===== config.mk =====
export PLATFORM = sky130hd
export DESIGN_NAME = pipeline_hazard_controller
export DESIGN_NICKNAME = d
export VERILOG_FILES = /design/src/rtl/pipeline_hazard_controller_pkg.sv /design/src/rtl/pipeline_hazard_controller_hazard_compare.sv /design/src/rtl/pipeline_hazard_controller.sv
export SDC_FILE = /design/constraint.sdc
export NUM_CORES = 1
export LEC_CHECK = 0
export BUFFER_PORTS_ARGS = -buffer_cell sky130_fd_sc_hd__buf_2
export CAP_MARGIN = 15
export CORE_MARGIN = 3
export CORE_UTILIZATION = 41
export DETAILED_ROUTE_END_ITERATION = 8
export PLACE_DENSITY = 0.82
export REMOVE_ABC_BUFFERS = 1
export SLEW_MARGIN = 5
export SYNTH_ARGS = -nofsm -noshare
export SYNTH_HDL_FRONTEND = slang
export SYNTH_SLANG_ARGS = --single-unit

===== constraint.sdc =====
create_clock -name clk -period 2 [get_ports clk]
set_clock_uncertainty 0.2 [all_clocks]
set_input_delay 0.1 -clock clk [delete_from_list [all_inputs] [get_ports clk]]
set_output_delay 0.1 -clock clk [all_outputs]
set_load 0.02 [all_outputs]

===== src/rtl/pipeline_hazard_controller_pkg.sv =====
// Shared constants for the pipeline hazard controller.
// FSM state codes, PC source selects and the default drain length.
package pipeline_hazard_controller_pkg;

    localparam logic [2:0] ST_RUN     = 3'd0;
    localparam logic [2:0] ST_DRAIN   = 3'd1;
    localparam logic [2:0] ST_PUSH_LO = 3'd2;
    localparam logic [2:0] ST_PUSH_HI = 3'd3;
    localparam logic [2:0] ST_VECTOR  = 3'd4;

    localparam logic [1:0] PCSEL_INC = 2'd0;
    localparam logic [1:0] PCSEL_BR  = 2'd1;
    localparam logic [1:0] PCSEL_VEC = 2'd2;

    localparam int DRAIN_CYCLES_DEF = 3;

endpackage


===== src/rtl/pipeline_hazard_controller_hazard_compare.sv =====
// Combinational load-use detector: a load in DE whose destination
// matches a source register that decode actually reads.
module hazard_compare
    import pipeline_hazard_controller_pkg::*;
#(
    parameter int REG_W = 4
) (
    input  logic             mem_read,
    input  logic [REG_W-1:0] dst,
    input  logic [REG_W-1:0] src1,
    input  logic [REG_W-1:0] src2,
    input  logic             use1,
    input  logic             use2,
    output logic             hazard
);

    logic hit1;
    logic hit2;

    assign hit1   = use1 && (src1 == dst);
    assign hit2   = use2 && (src2 == dst);
    assign hazard = mem_read && (hit1 || hit2);

endmodule


===== src/rtl/pipeline_hazard_controller.sv =====
// Central sequencer: PC control, pipeline hold/bubble, two-cycle
// stack accesses and interrupt entry for the five-stage pipeline.
module pipeline_hazard_controller
    import pipeline_hazard_controller_pkg::*;
#(
    parameter int REG_W        = 4,
    parameter int DRAIN_CYCLES = DRAIN_CYCLES_DEF
) (
    input  logic             clk,
    input  logic             reset,
    input  logic             de_mem_read,
    input  logic [REG_W-1:0] de_dst,
    input  logic [REG_W-1:0] fd_src1,
    input  logic [REG_W-1:0] fd_src2,
    input  logic             fd_use1,
    input  logic             fd_use2,
    input  logic             ex_branch_taken,
    input  logic             em_mem32,
    input  logic             int_req,
    output logic             pc_write,
    output logic [1:0]       pc_sel,
    output logic             fd_en,
    output logic             de_en,
    output logic             em_en,
    output logic             mw_en,
    output logic             fd_flush,
    output logic             de_flush,
    output logic             mw_flush,
    output logic             mem_half,
    output logic             int_push,
    output logic             int_ack
);

    localparam int CNT_W = $clog2(DRAIN_CYCLES + 1);

    logic [2:0]       state;
    logic [2:0]       state_n;
    logic             mem_hi;
    logic             mem_hi_n;
    logic [CNT_W-1:0] cnt;
    logic [CNT_W-1:0] cnt_n;
    logic             load_use;
    logic             first_half;
    logic             mem_ok;

    hazard_compare #(
        .REG_W(REG_W)
    ) u_cmp (
        .mem_read(de_mem_read),
        .dst     (de_dst),
        .src1    (fd_src1),
        .src2    (fd_src2),
        .use1    (fd_use1),
        .use2    (fd_use2),
        .hazard  (load_use)
    );

    // EM only carries real traffic while running or draining
    assign mem_ok     = (state == ST_RUN) || (state == ST_DRAIN);
    assign first_half = mem_ok && em_mem32 && !mem_hi;

    always_comb begin
        state_n  = state;
        cnt_n    = cnt;
        mem_hi_n = first_half;
        pc_write = 1'b1;
        pc_sel   = PCSEL_INC;
        fd_en    = 1'b1;
        de_en    = 1'b1;
        em_en    = 1'b1;
        mw_en    = 1'b1;
        fd_flush = 1'b0;
        de_flush = 1'b0;
        mw_flush = 1'b0;
        mem_half = mem_hi;
        int_push = 1'b0;
        int_ack  = 1'b0;
        unique case (state)
            ST_RUN, ST_DRAIN: begin
                if (state == ST_DRAIN) begin
                    pc_write = 1'b0;
                    fd_flush = 1'b1;
                end
                if (first_half) begin
                    pc_write = 1'b0;
                    fd_en    = 1'b0;
                    de_en    = 1'b0;
                    em_en    = 1'b0;
                    fd_flush = 1'b0;
                    mw_flush = 1'b1;
                end else begin
                    if (ex_branch_taken) begin
                        pc_sel   = PCSEL_BR;
                        pc_write = 1'b1;
                        fd_flush = 1'b1;
                        de_flush = 1'b1;
                    end else if (load_use) begin
                        pc_write = 1'b0;
                        fd_en    = 1'b0;
                        fd_flush = 1'b0;
                        de_flush = 1'b1;
                    end else if (state == ST_RUN && int_req) begin
                        state_n = ST_DRAIN;
                        cnt_n   = CNT_W'(DRAIN_CYCLES);
                    end
                    if (state == ST_DRAIN) begin
                        cnt_n = cnt - CNT_W'(1);
                        if (cnt == CNT_W'(1)) begin
                            state_n = ST_PUSH_LO;
                        end
                    end
                end
            end
            ST_PUSH_LO: begin
                pc_write = 1'b0;
                fd_flush = 1'b1;
                int_push = 1'b1;
                mem_half = 1'b0;
                state_n  = ST_PUSH_HI;
            end
            ST_PUSH_HI: begin
                pc_write = 1'b0;
                fd_flush = 1'b1;
                int_push = 1'b1;
                mem_half = 1'b1;
                state_n  = ST_VECTOR;
            end
            ST_VECTOR: begin
                pc_sel   = PCSEL_VEC;
                fd_flush = 1'b1;
                int_ack  = 1'b1;
                state_n  = ST_RUN;
            end
            default: begin
                state_n = ST_RUN;
            end
        endcase
        // Reset overrides combinationally so outputs react at once
        if (!reset) begin
            pc_write = 1'b0;
            pc_sel   = PCSEL_INC;
            fd_en    = 1'b0;
            de_en    = 1'b0;
            em_en    = 1'b0;
            mw_en    = 1'b0;
            fd_flush = 1'b1;
            de_flush = 1'b1;
            mw_flush = 1'b1;
            mem_half = 1'b0;
            int_push = 1'b0;
            int_ack  = 1'b0;
        end
    end

    always_ff @(posedge clk or negedge reset) begin
        if (!reset) begin
            state  <= ST_RUN;
            mem_hi <= 1'b0;
            cnt    <= '0;
        end else begin
            state  <= state_n;
            mem_hi <= mem_hi_n;
            cnt    <= cnt_n;
        end
    end

endmodule


Word level (Yosys, flattened, before mapping)
Index checks and enable logic that the tools add are counted.
{"block": "op_classes", "addsub": 1, "n_eq_ne": 10, "n_mux": 50, "bitwise": 1, "n_reduce_logical": 15}
{"cell": "$mux 1", "count": 34}
{"cell": "$mux 3", "count": 6}
{"cell": "$mux 2", "count": 5}
{"cell": "$pmux 3 s3", "count": 1}
{"cell": "$eq 4x4->1", "count": 2}
{"cell": "$eq 3x2->1 const B", "count": 2}
{"cell": "$logic_and 1x1->1", "count": 6}
{"cell": "$pmux 1 s2", "count": 3}
{"cell": "$reduce_and 5->1", "count": 1}
{"cell": "$ne 2x1->1 const B", "count": 2}
{"cell": "$pmux 2 s2", "count": 1}
{"cell": "$reduce_or 2->1", "count": 2}
{"cell": "$eq 3x1->1 const B", "count": 1}
{"cell": "$eq 3x3->1 const B", "count": 1}
{"cell": "$logic_not 3->1", "count": 1}
{"cell": "$reduce_or 3->1", "count": 1}
{"cell": "$eq 2x1->1 const B", "count": 1}
{"cell": "$logic_or 1x1->1", "count": 2}
{"cell": "$ne 2x2->1 const B", "count": 1}
{"cell": "$reduce_bool 2->1", "count": 1}
{"cell": "$sub 2x1->2 const B", "count": 1}
{"cell": "$logic_not 1->1", "count": 1}
{"cell": "$not 1->1", "count": 1}
{"block": "totals", "regBits": 6}

Depth between registers and ports, before layout
Gate-level depths: netlist of the first run.
{"block": "logic_depth", "depth_word": 10, "ltp_mapped": 6, "ltp_nobuf": 6}

Modules after synthesis
A second synthesis of the first run with hierarchy kept.
{"block": "unflattened", "hier_cells": 65, "hier_area_um2": 581.8}
{"mod": "pipeline_hazard_controller", "n_inst": 1, "cells_each": 53, "area_each_um2": 479.2, "seq_area_each_um2": 150.1}
{"mod": "hazard_compare", "n_inst": 1, "cells_each": 12, "area_each_um2": 102.6, "seq_area_each_um2": 0.0}

Worst setup path before layout of the first run
Ideal clock, no wire load.
{"block": "synth_timing", "kind": "register to output", "from": "reg state[2]", "to": "out pc_write", "arrival_ps": 1537, "required_time_ps": 1700, "slack_ps": 163, "stages_incl_launch_ff": 5, "cell_sequence": "dfrtp_1 buf_2 nor2_1 nand2_1 o41ai_1"}
{"block": "synth_via", "elab_chain_cells": 7, "word_cells_on_any_way": 15, "cone_classes": "eq/ne: 3; mux: 6; reduce/logical: 6"}
{"item": "from (decl)", "line": "pipeline_hazard_controller.sv:36", "source": "logic [2:0] state;"}
{"item": "from (signal assigned)", "line": "pipeline_hazard_controller.sv:161", "source": "state <= state_n;"}
{"item": "$eq 3x1->1 / $logic_not 3->1 (equally long branches)", "line": "pipeline_hazard_controller.sv:59, pipeline_hazard_controller.sv:78, pipeline_hazard_controller.sv:80"}
{"item": "$mux 1 / $logic_or 1x1->1 (equally long branches)", "line": "pipeline_hazard_controller.sv:80, pipeline_hazard_controller.sv:59"}
{"item": "$mux 1 / $logic_and 1x1->1 (equally long branches)", "line": "pipeline_hazard_controller.sv:97, pipeline_hazard_controller.sv:60"}
{"item": "$mux 1 / $logic_and 1x1->1 (equally long branches)", "line": "pipeline_hazard_controller.sv:92, pipeline_hazard_controller.sv:60"}
{"item": "$mux 1", "line": "pipeline_hazard_controller.sv:84", "source": "if (first_half) begin"}
{"item": "$pmux 1 s2 (*)", "line": "pipeline_hazard_controller.sv:78", "source": "unique case (state)"}
{"item": "$mux 1 (*)", "line": "pipeline_hazard_controller.sv:139", "source": "if (!reset) begin"}
{"item": "to (decl)", "line": "pipeline_hazard_controller.sv:20", "source": "output logic pc_write,"}
Mark *: on every way between the ends. The rest lies on a longest branch, timed or not.

Worst setup path after layout of the first run
{"block": "layout_timing", "from": "reg mem_hi", "to": "out pc_write"}
{"block": "layout_via", "elab_chain_cells": 5}
{"item": "from (decl)", "line": "pipeline_hazard_controller.sv:38", "source": "logic mem_hi;"}
{"item": "from (signal assigned)", "line": "pipeline_hazard_controller.sv:162", "source": "mem_hi <= mem_hi_n;"}
{"item": "$logic_not 1->1", "line": "pipeline_hazard_controller.sv:60", "source": "assign first_half = mem_ok && em_mem32 && !mem_hi;"}
{"item": "$logic_and 1x1->1", "line": "pipeline_hazard_controller.sv:60"}
{"item": "$mux 1", "line": "pipeline_hazard_controller.sv:84"}
{"item": "$pmux 1 s2", "line": "pipeline_hazard_controller.sv:78"}
{"item": "$mux 1", "line": "pipeline_hazard_controller.sv:139"}
Every way passes these cells.

==> results of run 1 <==
state kept, by name (all words and copies together), names as in the netlist:
signal / count
state: 3
cnt: 2
mem_hi: 1
cell families after synthesis:
group,count (synthesis),share of synthesized area
and+or+nand+nor,36,0.340
AOI/OAI and AO/OA,13,0.154
adders and majority gates,1,0.0233
DFF,6,0.279
buffers and inverters,8,0.0744
xor gates and xnor gates,8,0.130
repair_timing:
action / in CTS / in global routing
endpoints found under the hold margin: 6 / 0
setup buffers: 0 / 0
hold buffers: 1 / 0
gates resized for setup: 0 / 2
setup endpoints to repair: 0 / 1
power by group through the flow:
stage / clock network, W / logic [W] / registers, W
after global routing: 0.000130 / 0.000482 / 0.000249
after floorplan: 0 / 0.000307 / 0.000221
after CTS: 0.000122 / 0.000424 / 0.000237
after detailed placement: 0 / 0.000422 / 0.000239
final: 0.000121 / 0.000434 / 0.000241
after global placement: 0 / 0.000413 / 0.000237
layout make-up:
cell class / instances / area, um^2 / area share
multi-input cells: 58 / 355 / 0.485
repair buffers: 33 / 173 / 0.235
flip-flops and latches: 6 / 150 / 0.205
clock buffers: 3 / 22.5 / 0.0307
well taps: 14 / 17.5 / 0.0239
inverters: 4 / 15.0 / 0.0205
cell usage in the layout, fill, tap and decap left out, drive strengths merged:
cell type,n
buf,31
nor2,9
nand2,6
a21oi,6
xor2,6
dfrtp,6
nand2b,5
nor3,5
inv,4
clkbuf,4
and3,3
nand3,3
xnor2,2
nand4,2
a32oi,1
a41oi,1
o21ai,1
o41ai,1
nor3b,1
nor2b,1
o211ai,1
or4b,1
a21boi,1
o22ai,1
ha,1
dlygate4sd3,1
worst paths after layout:
check	end	slack [ns]	depth (start not counted)
worst max-delay path	pc_write	0.04	6
worst min register to register	cnt[1]	0.31	2
max in group asynchronous	cnt[1]	1.39	2
min in group asynchronous	state[1]	0.05	2
worst min-delay path	mem_hi	0.03	3
worst max register to register	cnt[1]	0.46	5
worst max-delay path, stage by stage (launching register included):
cell and delay [ns]:
dfrtp_1 0.37, nand2b_1 0.20, nand2_1 0.25, nor2_1 0.10, a21oi_1 0.18, o41ai_2 0.11, buf_2 0.18
stage by stage:
step	power, W	util	instances	area (um^2)	hold WS, ns
floorplan	0.000528	-	68	513	-0.396
global placement	0.000650	0.590	114	691	-0.221
detailed placement	0.000661	0.590	114	691	-0.214
CTS	0.000782	0.618	118	723	0.0222
global route	0.000861	0.626	118	733	0.0499
finish	0.000797	0.626	118	733	0.0284
routing by layer:
layer  up-vias  routed length (um)  global-route usage  share of wire
li1        314                   -                   -              -
met1       292                 585               0.189           0.40
met2        29                 719               0.295           0.49
met3         7                 107              0.0386          0.073
met4         0                  55              0.0932          0.037
met5         -                   0                   0              0
==> results.json, run 1 <==
{
  "synth_edf_count": 0,
  "layout-drive-gt1-share": 0.346,
  "fmax_mhz": 511,
  "start_kind": "flip-flop",
  "grt.overflow.total": 0,
  "reg2reg_from": "state[2]",
  "die_area_um2": 1780,
  "path_clk_slew_ns": 0.05,
  "dp_hpwl_mm": 1.16,
  "peakVddDrop_v": 0.000528,
  "yosysTopAreaCell": "dfrtp_1",
  "synth_common_cells": "nor2_1, a21oi_1, dfrtp_1, nand2_1, xor2_1",
  "p_leak_nw": 0.393,
  "syn-instance-count": 72,
  "seq_power_share": 0.303,
  "switchingPower_w": 0.000376,
  "sw_frac_of_total": 0.471,
  "synth_cell_types": 25,
  "crit_type": "reg2out",
  "yosysTopAreaCellShare": 0.279,
  "tightest_slew_ns": 0.350,
  "drtIter0Drc": 25,
  "startpoint": "mem_hi",
  "clk_latency_ns": 0.25,
  "p_per_area_nw_per_um2": 1090,
  "ys.flop_type": "dfrtp_1",
  "synth_most_common_cell": "nor2_1",
  "setup_ws_ns": 0.0444,
  "antenna_found_initial": 0,
  "grt_pass1_wl_mm": 2.30,
  "yosys_warnings": 0,
  "syn_to_final_growth_pct": 36.3,
  "port-buffer-count": 32,
  "core_um2": 1170,
  "relSlewSlack": 0.767,
  "layout.nets": 127,
  "tritoncts": "built",
  "synth_seq_cells": 6,
  "dp_slack_ns": 0.375,
  "power.internal_w": 0.000421,
  "cts.sinks": 6,
  "die_y_um": 42.2,
  "firstDrtPassIters": 4,
  "diodes": 0,
  "slew_viol_final": 0,
  "hp-class": "in2reg",
  "min_from": "em_mem32",
  "fill_cells": 113,
  "crit_required_ns": 1.70,
  "htree_levels": 1,
  "grt_max_degree": 16,
  "hold_viol_final": 0,
  "ios": 33,
  "power_frac_comb": 0.545,
  "synth_area_per_cell_um2": 7.47,
  "start_util": 0.459,
  "synthArstFlopShare": 1.00,
  "status": "completed",
  "clockPowerShare": 0.152,
  "cts-buffers-inserted": 3,
  "clock-root-buffer": "clkbuf_4",
  "place_congestion": 0.774,
  "drv_cap": 0,
  "die_x_um": 42.2,
  "syn_area_um2": 538,
  "antenna_left": 0,
  "num_vias": 642,
  "vias_per_cell": 5.44,
  "period_needed_ns": 1.96,
  "row_count": 12,
  "cts.path.max_buffers": 2,
  "grt_use_total": 0.170,
  "timing.setup.tns_ns": 0,
  "critPathMaxFanout": 8,
  "grt_pass1_vias": 554,
  "period_share": 0.978,
  "routed_wl_mm": 1.47,
  "cp.arrival_ns": 1.66,
  "drcViolationCount": 0,
  "yosysSeqAreaShare": 0.279,
  "synth.area.top_cells": "dfrtp_1, xor2_1, nor2_1, nand2b_1, a21oi_1",
  "setup_violations": 0,
  "wl_per_cell_um": 12.4,
  "end_kind": "output pin"
}
No activity file was read; power rests on OpenSTA's default activity.
==> inputs of run 2 (changes only) <==
--- a/config.mk
+++ b/config.mk
@@ -7,10 +7,10 @@
 export LEC_CHECK = 0
 export BUFFER_PORTS_ARGS = -buffer_cell sky130_fd_sc_hd__buf_2
 export CAP_MARGIN = 15
-export CORE_MARGIN = 3
-export CORE_UTILIZATION = 41
+export CORE_AREA = 3 3 40 42
 export DETAILED_ROUTE_END_ITERATION = 8
-export PLACE_DENSITY = 0.82
+export DIE_AREA = 0 0 43 45
+export PLACE_DENSITY = 0.81
 export REMOVE_ABC_BUFFERS = 1
 export SLEW_MARGIN = 5
 export SYNTH_ARGS = -nofsm -noshare
==> constraint.sdc (replaced) <==
create_clock -name clk -period 2.4 [get_ports clk]
set_clock_uncertainty 0.2 [all_clocks]
set_input_delay 0.12 -clock clk [delete_from_list [all_inputs] [get_ports clk]]
set_output_delay 0.12 -clock clk [all_outputs]
set_load 0.02 [all_outputs]
==> run 2 against run 1 <==
Compared with the run above: critical path depth decreased by 1; combinational power decreased by 18%; routed wire length decreased by 8.4%; sequential power decreased by 17%; largest cell class unchanged; utilization decreased by 6.2 points; total power down 18%; non-clock buffer count unchanged.
==> results.json, run 2 (synthesized netlist as in run 1, its figures left out) <==
{
  "r2r-end": "cnt[1]",
  "cp_slowest_cell": "dlygate4sd3_1",
  "cp_common_cell": "buf_2",
  "slew_viol_final": 0,
  "wl_per_cell_um": 11.3,
  "drv_cap": 0,
  "cp_cell_sequence": "dlygate4sd3_1 -> buf_2 -> inv_1 -> o41ai_1 -> buf_2",
  "grt.overflow.total": 0,
  "diodes": 0,
  "setup_violations": 0,
  "clk_latency_ns": 0.24,
  "reg2reg_depth": 5,
  "path_delay_family": "buffers and inverters",
  "grt_pass1_wl_mm": 2.24,
  "firstDrtPassIters": 4,
  "place_congestion": 0.753,
  "tightest_slew_ns": 0.323,
  "ff2ff_setup_slack_ns": 0.83,
  "path_buf_inv": 4,
  "grt_pass1_vias": 554,
  "antenna_left": 0,
  "p_per_area_nw_per_um2": 896,
  "post_dp_cell_area_um2": 692,
  "die_y_um": 45,
  "hp-class": "in2async",
  "design_area_um2": 724,
  "cts.path.max_buffers": 2,
  "regMostFlops": "state",
  "critPathMaxFanout": 15,
  "period_needed_ns": 1.94,
  "ios": 33,
  "reg_top3": "state: 3 flops, cnt: 2 flops, mem_hi: 1 flops",
  "relSlewSlack": 0.785,
  "dp_hpwl_mm": 1.12,
  "end_kind": "output pin",
  "layout-drive-gt1-share": 0.337,
  "die_area_um2": 1940,
  "die_x_um": 43,
  "row_count": 13,
  "timing.setup.tns_ns": 0,
  "tritoncts": "built",
  "crit_required_ns": 2.08,
  "peakVddDrop_v": 0.000398,
  "cts-buffers-inserted": 3,
  "grt_max_degree": 16,
  "final_common_cell": "buf_2",
  "start_kind": "primary input",
  "hold_viol_final": 0,
  "period_share": 0.807,
  "vias_per_cell": 5.37,
  "reg2reg_from": "state[2]",
  "syn_to_final_growth_pct": 34.7,
  "cp.arrival_ns": 1.62,
  "rsz0062_at_grt": "false",
  "whs_ns": 0.0787,
  "largest_reg_flops": 3,
  "port-buffer-count": 32,
  "htree_levels": 1,
  "fmax_mhz": 516,
  "path_clk_slew_ns": 0.05,
  "core_um2": 1280,
  "layout.nets": 127,
  "cpPeakStageDelay_ns": 0.52,
  "routed_wl_mm": 1.34,
  "drtIter0Drc": 11,
  "num_vias": 639,
  "status": "completed",
  "cts.sinks": 6,
  "start_util": 0.419,
  "crit_type": "in2out",
  "clock-root-buffer": "clkbuf_4",
  "final_cell_mix": "buf_2, nor2_1",
  "antenna_found_initial": 0,
  "p_leak_nw": 0.388,
  "drcViolationCount": 0,
  "grt_use_total": 0.153
}
## run 2: cell types whose count changed in the layout (fill, tap and decap cells not counted)
cell	before	now
o41ai_1	0	1
buf_2	31	32
o41ai_2	1	0
clkbuf_4	4	3
## run 2: layout make-up
cell class	count	area, um^2
Timing Repair Buffer	33	170
Tap cell	15	18.8
Sequential cell	6	150
Inverter	4	15.0
Multi-Input combinational cell	58	348
Fill cell	132	561
Clock buffer	3	22.5
## run 2: where the power goes
group	total, W	leakage, nW	internal (W)	switching, W
clock network	0.0000912	0.0138	0.0000565	0.0000347
registers	0.000201	0.0741	0.000143	0.0000588
logic	0.000357	0.300	0.000148	0.000209
total	0.000649	0.388	0.000347	0.000303
## run 2: per-stage QoR
| step | power, W | cells | utilization | worst slack [ns] |
|---|---|---|---|---|
| after floorplan | 0.000440 | 68 | - | 0.583 |
| after global placement | 0.000543 | 115 | 0.538 | 0.746 |
| after detailed placement | 0.000560 | 115 | 0.538 | 0.757 |
| after CTS | 0.000656 | 119 | 0.564 | 0.456 |
| after global routing | 0.000706 | 119 | 0.564 | 0.334 |
| final | 0.000649 | 119 | 0.564 | 0.463 |
## run 2: metal layers
layer	track usage	wire [um]	vias up
li1	-	-	315
met1	0.188	524	277
met2	0.260	635	43
met3	0.0159	159	4
met4	0.0904	25	0
met5	0	0	-
## run 2: worst reg2reg max path, delay by kind of cell (launching register included)
kind | cells | cell delay [ns]
DFF | 1 | 0.47
AOI/OAI and AO/OA | 1 | 0.12
and+or+nand+nor | 4 | 0.70
## run 2: worst max path at each step
stage,start,end,slack [ns],depth (start not counted)
final,reset,pc_write,0.46,5
after global routing,reset,pc_write,0.33,5
after CTS,reset,pc_write,0.46,5
after detailed placement,state[2],pc_write,0.76,4
after global placement,state[2],pc_write,0.75,4
after floorplan,state[2],pc_write,0.58,3
## run 2: repair_timing
action	CTS	global route
gates resized for setup	0	0
buffers inserted	0	0
hold buffers	1	0
hold endpoints to repair	6	0
==> inputs of run 3 (changes only) <==
--- a/config.mk
+++ b/config.mk
@@ -7,10 +7,10 @@
 export LEC_CHECK = 0
 export BUFFER_PORTS_ARGS = -buffer_cell sky130_fd_sc_hd__buf_2
 export CAP_MARGIN = 15
-export CORE_AREA = 3 3 40 42
+export CORE_MARGIN = 3
+export CORE_UTILIZATION = 41
 export DETAILED_ROUTE_END_ITERATION = 8
-export DIE_AREA = 0 0 43 45
-export PLACE_DENSITY = 0.81
+export PLACE_DENSITY = 0.82
 export REMOVE_ABC_BUFFERS = 1
 export SLEW_MARGIN = 5
 export SYNTH_ARGS = -nofsm -noshare
==> constraint.sdc (replaced) <==
create_clock -name clk -period 1.9 [get_ports clk]
set_clock_uncertainty 0.2 [all_clocks]
set_input_delay 0.095 -clock clk [delete_from_list [all_inputs] [get_ports clk]]
set_output_delay 0.095 -clock clk [all_outputs]
set_load 0.02 [all_outputs]
==> run 3 against run 2 <==
Compared with the run above: register-to-register slack got worse by 0.42 ns; largest cell class unchanged; sequential cell count stayed put; non-clock buffer count increased by 1; clock power up 38%; count of clock-buffer cells in the layout unchanged; sequential power grew 28%; first-iteration DRC count grew 110%; hold slack got worse by 0.022 ns; utilization is 7.8 points higher; global-route usage is 2.7 points higher.
==> results.json, run 3 (synthesized netlist as in run 1, its figures left out) <==
{
  "status": "completed",
  "die_area_um2": 1780,
  "antenna_left": 0,
  "vias_per_cell": 5.55,
  "row_count": 12,
  "grt.overflow.total": 0,
  "routed_wl_mm": 1.54,
  "layout-drive-gt1-share": 0.381,
  "reg_top3": "state: 3 flops, cnt: 2 flops, mem_hi: 1 flops",
  "drv_cap": 0,
  "relSlewSlack": 0.769,
  "slew_viol_final": 0,
  "whs_ns": 0.0571,
  "die_y_um": 42.2,
  "crit_required_ns": 1.60,
  "place_congestion": 0.744,
  "htree_levels": 1,
  "grt.met1_usage": 0.218,
  "largest_reg_flops": 3,
  "tightest_slew_ns": 0.346,
  "peakVddDrop_v": 0.000529,
  "cts.path.max_buffers": 2,
  "cts_setup_buffers": 0,
  "start_util": 0.459,
  "drcViolationCount": 0,
  "top_usage_layer": "met2",
  "final_cell_mix": "buf_2, nor2_1, a21oi_1, xor2_1",
  "final_util": 0.642,
  "timing.setup.tns_ns": 0,
  "clk_latency_ns": 0.25,
  "final_common_cell": "buf_2",
  "drtIter0Drc": 23,
  "die_x_um": 42.2,
  "seqCellArea_um2": 151,
  "p_leak_nw": 0.398,
  "dp_hpwl_mm": 1.18,
  "use_met2": 0.301,
  "grt_use_total": 0.180,
  "diodes": 0,
  "grtUsageMet3": 0.0429,
  "num_vias": 661,
  "cts-buffers-inserted": 3,
  "layout.nets": 128,
  "clock-root-buffer": "clkbuf_4",
  "path_clk_slew_ns": 0.05,
  "antenna_found_initial": 0,
  "hold_viol_final": 0,
  "fmax_mhz": 552,
  "regMostFlops": "state",
  "syn_to_final_growth_pct": 39.8,
  "total_power_w": 0.000855,
  "hp-class": "in2reg",
  "end_kind": "output pin",
  "p_per_area_nw_per_um2": 1140,
  "critPathMaxFanout": 12,
  "crit_type": "reg2out",
  "wl_per_cell_um": 12.9,
  "tritoncts": "built",
  "fill_cells": 105,
  "setup_violations": 0,
  "period_share": 0.953,
  "start_kind": "flip-flop",
  "grt_pass1_vias": 592,
  "period_needed_ns": 1.81,
  "grt_max_degree": 13,
  "multi_input_area_um2": 365,
  "cp.arrival_ns": 1.52,
  "port-buffer-count": 32,
  "firstDrtPassIters": 4,
  "cts.sinks": 6,
  "core_um2": 1170,
  "grt_pass1_wl_mm": 2.52,
  "ios": 33
}
-- run 3: worst paths after layout --
check                      cells past startpoint     start  slack [ns]       end
hold / removal                                 4   int_req        0.06  state[0]
min in group asynchronous                      2     reset        0.19  state[0]
hold reg to reg                                2    cnt[1]        0.32    cnt[1]
setup / recovery                               6  state[0]        0.09  fd_flush
setup reg to reg                               5  state[1]        0.41    cnt[1]
max in group asynchronous                      2     reset        1.05  state[2]
-- run 3: stage by stage --
| step | area, um^2 | instances | setup slack, ns |
|---|---|---|---|
| global route | 752 | 119 | -0.0149 |
| floorplan | 513 | 68 | 0.108 |
| global placement | 691 | 114 | 0.358 |
| finish | 752 | 119 | 0.0892 |
| detailed placement | 691 | 114 | 0.292 |
| CTS | 723 | 118 | 0.0482 |
-- run 3: timing repair --
item	CTS	global route
endpoints found under the setup margin	0	4
resized for setup	0	5
hold buffers	1	1
hold endpoints to repair	6	1
-- run 3: area by class of cell --
cell class / count / share of cell area
Multi-Input combinational cell: 58 / 0.486
Inverter: 4 / 0.0200
Clock buffer: 3 / 0.0300
Tap cell: 14 / 0.0233
Sequential cell: 6 / 0.201
Timing Repair Buffer: 34 / 0.240
-- run 3: worst max-delay path: stages (launching register included) --
cell and delay, ns:
dfrtp_1 0.50, nor2_1 0.22, nor2_1 0.06, nor2_1 0.10, a41oi_1 0.05, o21ai_1 0.15
buf_2 0.18
-- run 3: metal layers --
layer	wire length [um]	vias to the layer above
li1	-	317
met2	802	42
met4	8	0
met3	128	2
met1	601	300
met5	0	-
-- run 3: report_power, final --
group,leakage [nW],switching [W],internal (W),total (W)
Clock,0.0138,0.0000541,0.0000720,0.000126
Sequential,0.0725,0.0000765,0.000181,0.000257
Combinational,0.312,0.000273,0.000199,0.000472
